<file path="src/rtl/mips_pkg.sv">
// Shared constants for the MIPS32 decode/execute datapath: immediate-extension
// mode encodings, operand widths and a small sign-extension helper.
package mips_pkg;

  localparam int IMM_W  = 16;
  localparam int DATA_W = 32;

  localparam logic [1:0] EXT_ZERO = 2'b00;
  localparam logic [1:0] EXT_SIGN = 2'b01;
  localparam logic [1:0] EXT_LUI  = 2'b10;
  localparam logic [1:0] EXT_BR   = 2'b11;

  // Replicates the immediate's top bit across the upper half of the word.
  function automatic logic [DATA_W-1:0] sext_imm(input logic [IMM_W-1:0] imm);
    return {{(DATA_W-IMM_W){imm[IMM_W-1]}}, imm};
  endfunction

endpackage : mips_pkg

</file>
<file path="src/rtl/ext_core.sv">
// Combinational immediate extender: widens the 16-bit immediate to a 32-bit
// operand according to the selected extension mode.
module ext_core
  import mips_pkg::*;
(
  input  logic [IMM_W-1:0]  imm,
  input  logic [1:0]        EOp,
  output logic [DATA_W-1:0] ext
);

  logic [DATA_W-1:0] w_sext;

  assign w_sext = sext_imm(imm);

  // NOTE: every encoding has an arm and the default assigns too, so ext is
  // driven on all paths and no latch is inferred; an X select yields all-X.
  always_comb begin
    case (EOp)
      EXT_ZERO: ext = {{(DATA_W-IMM_W){1'b0}}, imm};
      EXT_SIGN: ext = w_sext;
      EXT_LUI:  ext = {imm, {(DATA_W-IMM_W){1'b0}}};
      // The bits shifted out are sign copies, so the branch offset is exact.
      EXT_BR:   ext = {w_sext[DATA_W-3:0], 2'b00};
      default:  ext = {DATA_W{1'bx}};
    endcase
  end

endmodule : ext_core

</file>
<file path="src/rtl/ext_unit.sv">
// Immediate extender with a combinational result and a one-cycle registered
// copy qualified by out_valid for the pipelined datapath.
module ext_unit
  import mips_pkg::*;
(
  input  logic              clk,
  input  logic              reset,
  input  logic [IMM_W-1:0]  imm,
  input  logic [1:0]        EOp,
  input  logic              in_valid,
  output logic [DATA_W-1:0] ext,
  output logic [DATA_W-1:0] ext_q,
  output logic              out_valid
);

  logic [DATA_W-1:0] w_ext;
  logic [DATA_W-1:0] r_ext_q;
  logic              r_out_valid;

  ext_core u_ext_core (
    .imm (imm),
    .EOp (EOp),
    .ext (w_ext)
  );

  // NOTE: state uses non-blocking assignments so every register samples the
  // pre-edge values; reset is checked first so it overrides a same-cycle in_valid.
  always_ff @(posedge clk) begin
    if (reset) begin
      r_ext_q     <= '0;
      r_out_valid <= 1'b0;
    end else if (in_valid) begin
      r_ext_q     <= w_ext;
      r_out_valid <= 1'b1;
    end else begin
      r_out_valid <= 1'b0;
    end
  end

  assign ext       = w_ext;
  assign ext_q     = r_ext_q;
  assign out_valid = r_out_valid;

endmodule : ext_unit

</file>
<file path="config.mk">
export PLATFORM = sky130hd
export DESIGN_NAME = ext_unit
export DESIGN_NICKNAME = d
export VERILOG_FILES = /design/src/rtl/mips_pkg.sv /design/src/rtl/ext_core.sv /design/src/rtl/ext_unit.sv
export SDC_FILE = /design/constraint.sdc
export NUM_CORES = 1
export LEC_CHECK = 0
export BUFFER_PORTS_ARGS = -buffer_cell sky130_fd_sc_hd__buf_2
export CAP_MARGIN = 15
export CORE_ASPECT_RATIO = 1.75
export CORE_MARGIN = 2
export CORE_UTILIZATION = 49
export DETAILED_ROUTE_END_ITERATION = 7
export PLACE_DENSITY = 0.85
export SKIP_LAST_GASP = 1
export SLEW_MARGIN = 20
export SYNTH_ARGS = -nofsm -noshare
export SYNTH_HDL_FRONTEND = slang
export SYNTH_SLANG_ARGS = --single-unit
</file>
<file path="constraint.sdc">
create_clock -name clk -period 1.6 [get_ports clk]
set_input_delay 0.24 -clock clk [delete_from_list [all_inputs] [get_ports clk]]
set_output_delay 0.24 -clock clk [all_outputs]
set_load 0.01 [all_outputs]
</file>
==> impl_metrics.ini <==
[clocking]
cts_setup_buffers = 0
cts-root-buf = clkbuf_8
cts.hold.buffers_added = 0
clock-sinks = 33
numCtsBuffers = 5
h-tree-depth = 2
post_cts_resized = 0
path_clk_slew_ps = 60
tritoncts = built
clk_path_buf_depth = 2
clkLatencyLatePin_ps = 290

[logic_synthesis]
synth_cell_type_count = 27
ys_seq_area_share_pct = 38.32
yosysTopAreaCellShare_pct = 38.32
yosys_warnings = 0
syn_area_per_cell_um2 = 8.887
synth.ff_latch_count = 33
synthCells = 194
synth_nets = 215
synth_area_leaders = dfxtp_1 38%, a311oi_2 9.6%, nor2_1 7.0%, a211oi_2 6.5%, nand2b_1 4.7%
netlist_area_mm2 = 0.001724
synth_largest_area_cell = dfxtp_1

[sta]
finalCriticalPeriod_ps = 1365
max_freq_mhz = 732.5
period_share_pct = 85.32
rsz0062_at_grt = no
max-slew-margin-rel_pct = 75.16
tightest_slew_ps = 372.6
finalHoldViolations = 0
finalSetupTns_ps = 0
maxSlewViolCount = 0
setup_viol = 0
clock_skew_ps = 0

[routing]
postRouteAntennaNets = 0
dr.pass1.iters = 4
vias_per_cell = 5.022
vias = 1602
routedWlPerCell_um = 14.09
drc = 0
finalWirelength_um = 4494
drt_iter0_markers = 25

[job]
max-cap-violations = 0

[global_routing]
grt-ovfl-total = 0
antenna_found_initial = 0
grt_pass1_vias = 1533
grt_pass1_wl_um = 7210
globalRouteTotalUtil_pct = 23.32
grt_max_degree = 63

[placed_design]
gp_congestion = 0.7406
dp_hpwl_um = 3356
postPlaceCellArea_mm2 = 0.002143
io_buffers = 85
placed_cells = 311

[setup_path]
r2r-end = ext_q[8]$_SDFFE_PP0P_
path_class = input pin to output port
r2r_slack_ps = 880
r2r_cells = 2
critPathMaxFanout = 15
required_ps = 1360
critPathCaptureType = output port
critPathLaunchType = input pin
reg2reg_from = ext_q[8]$_SDFFE_PP0P_
critical_path.endpoint = ext[25]
setup.worst_path.start = EOp[0]
critical_path_arrival_ps = 1130

[power_and_ir_drop]
power_frac_seq_pct = 43.5
p_switching_uw = 612.4
p_int_uw = 1464
netSwitchingFraction_pct = 29.49
cellLeakagePower_uw = 0.001146
power_density_mw_per_mm2 = 925.2
peakVddDrop_mv = 0.9629
combPwrFrac_pct = 23.5
p_clk_share_pct = 33.0

[worst_hold_path]
hp-class = input pin to register

[floorplanning]
coreArea_mm2 = 0.003363
die_area_mm2 = 0.004028
num_rows = 28
num_io_pins = 86
start_util_pct = 51.26
die_x_um = 48.84
die_y_um = 82.47

[layout]
num-fill-cells = 318
n_antenna_cell = 0
num-nets-final = 294
syn2layout_area_growth_pct = 30.19
final_area_mm2 = 0.002245
final_layout_size_suffix_gt1_share_pct = 50.73
instances_no_fill = 319

[outcome]
status = completed
worst min-delay path by stage:
| stage | cells after the start | startpoint | endpoint |
|---|---|---|---|
| after floorplan | 2 | imm[0] | ext_q[16]$_SDFFE_PP0P_ |
| after global placement | 2 | ext_q[31]$_SDFFE_PP0P_ | ext_q[31]$_SDFFE_PP0P_ |
| after detailed placement | 2 | ext_q[13]$_SDFFE_PP0P_ | ext_q[13]$_SDFFE_PP0P_ |
| after CTS | 3 | imm[6] | ext_q[8]$_SDFFE_PP0P_ |
| after global routing | 3 | imm[6] | ext_q[8]$_SDFFE_PP0P_ |
| final | 3 | imm[6] | ext_q[8]$_SDFFE_PP0P_ |
synthesized netlist by cell type:
cell / number
a211oi_1: 6
a211oi_2: 9
a21oi_1: 6
a21oi_2: 9
a311oi_1: 3
a311oi_2: 11
and2_1: 1
and2_2: 1
and2_4: 1
and2b_4: 1
buf_12: 1
buf_2: 9
buf_4: 1
buf_6: 1
buf_8: 1
clkbuf_1: 3
dfxtp_1: 33
inv_1: 15
mux2i_1: 3
nand2_1: 17
nand2_2: 10
nand2_4: 1
nand2b_1: 13
nor2_1: 32
nor2b_1: 4
o21a_1: 1
o21ai_1: 1
cell type report:
type | count | area (µm²) | share of cell area, %
Multi-Input combinational cell | 130 | 897.1 | 39.97
Sequential cell | 33 | 660.6 | 29.43
Timing Repair Buffer | 88 | 473.0 | 21.07
Clock buffer | 7 | 96.34 | 4.292
Inverter | 15 | 56.30 | 2.508
Tap cell | 45 | 56.30 | 2.508
Clock inverter | 1 | 5.005 | 0.2230
through the flow:
stage / setup WS (ps) / power, µW / hold WS [ps] / util, %
finish: 234.8 / 2077 / 281.0 / 66.74
global route: 172.1 / 2194 / 277.6 / 66.74
CTS: 229.1 / 2105 / 272.2 / 66.74
detailed placement: 235.8 / 1412 / 477.6 / 63.73
global placement: 260.4 / 1398 / 471.4 / 63.73
floorplan: 418.8 / 1226 / 413.8 / -
sequential cells by signal, summed over array words and instances (netlist names):
register	cells
ext_q	32
out_valid	1
cells by family after synthesis:
group           synth area share, %
compound gates                27.29
simple gates                  23.00
mux                           1.742
buf+inv                       9.651
flops                         38.32
per-layer routing:
layer  part of all wire [%]  track usage (%)  vias up
li1                       -                -      804
met1                     39            26.71      728
met2                     53            40.00       59
met3                    5.3            5.216       11
met4                    2.9            13.43        0
met5                      0                0        -
cell usage in the layout (no fill, tap or decap), types with 2 or more instances in the layout:
| cell | count |
|---|---|
| nand2_2 | 10 |
| a211oi_1 | 6 |
| a211oi_2 | 9 |
| dfxtp_1 | 33 |
| nor2_1 | 32 |
| inv_1 | 15 |
| a311oi_2 | 11 |
| mux2i_1 | 3 |
| a21oi_2 | 9 |
| a21oi_1 | 6 |
| nand2b_1 | 13 |
| nand2_1 | 17 |
| buf_12 | 2 |
| clkbuf_8 | 7 |
| buf_2 | 85 |
| a311oi_1 | 3 |
| nor2b_1 | 4 |
power by group through the flow:
stage          sequential [µW]  combinational [µW]  clock (µW)
2_1_floorplan              948                 278           0
3_3_place_gp               920                 478           0
3_5_place_dp               921                 491           0
4_1_cts                    903                 492         710
5_1_grt                    910                 535         749
6_report                   904                 488         685
critical path: stages:
cell and delay [ps]:
buf_2 120, and2b_4 420, a21oi_1 150, inv_1 70, buf_2 120
Note: power is estimated with default switching activity, not from simulation.
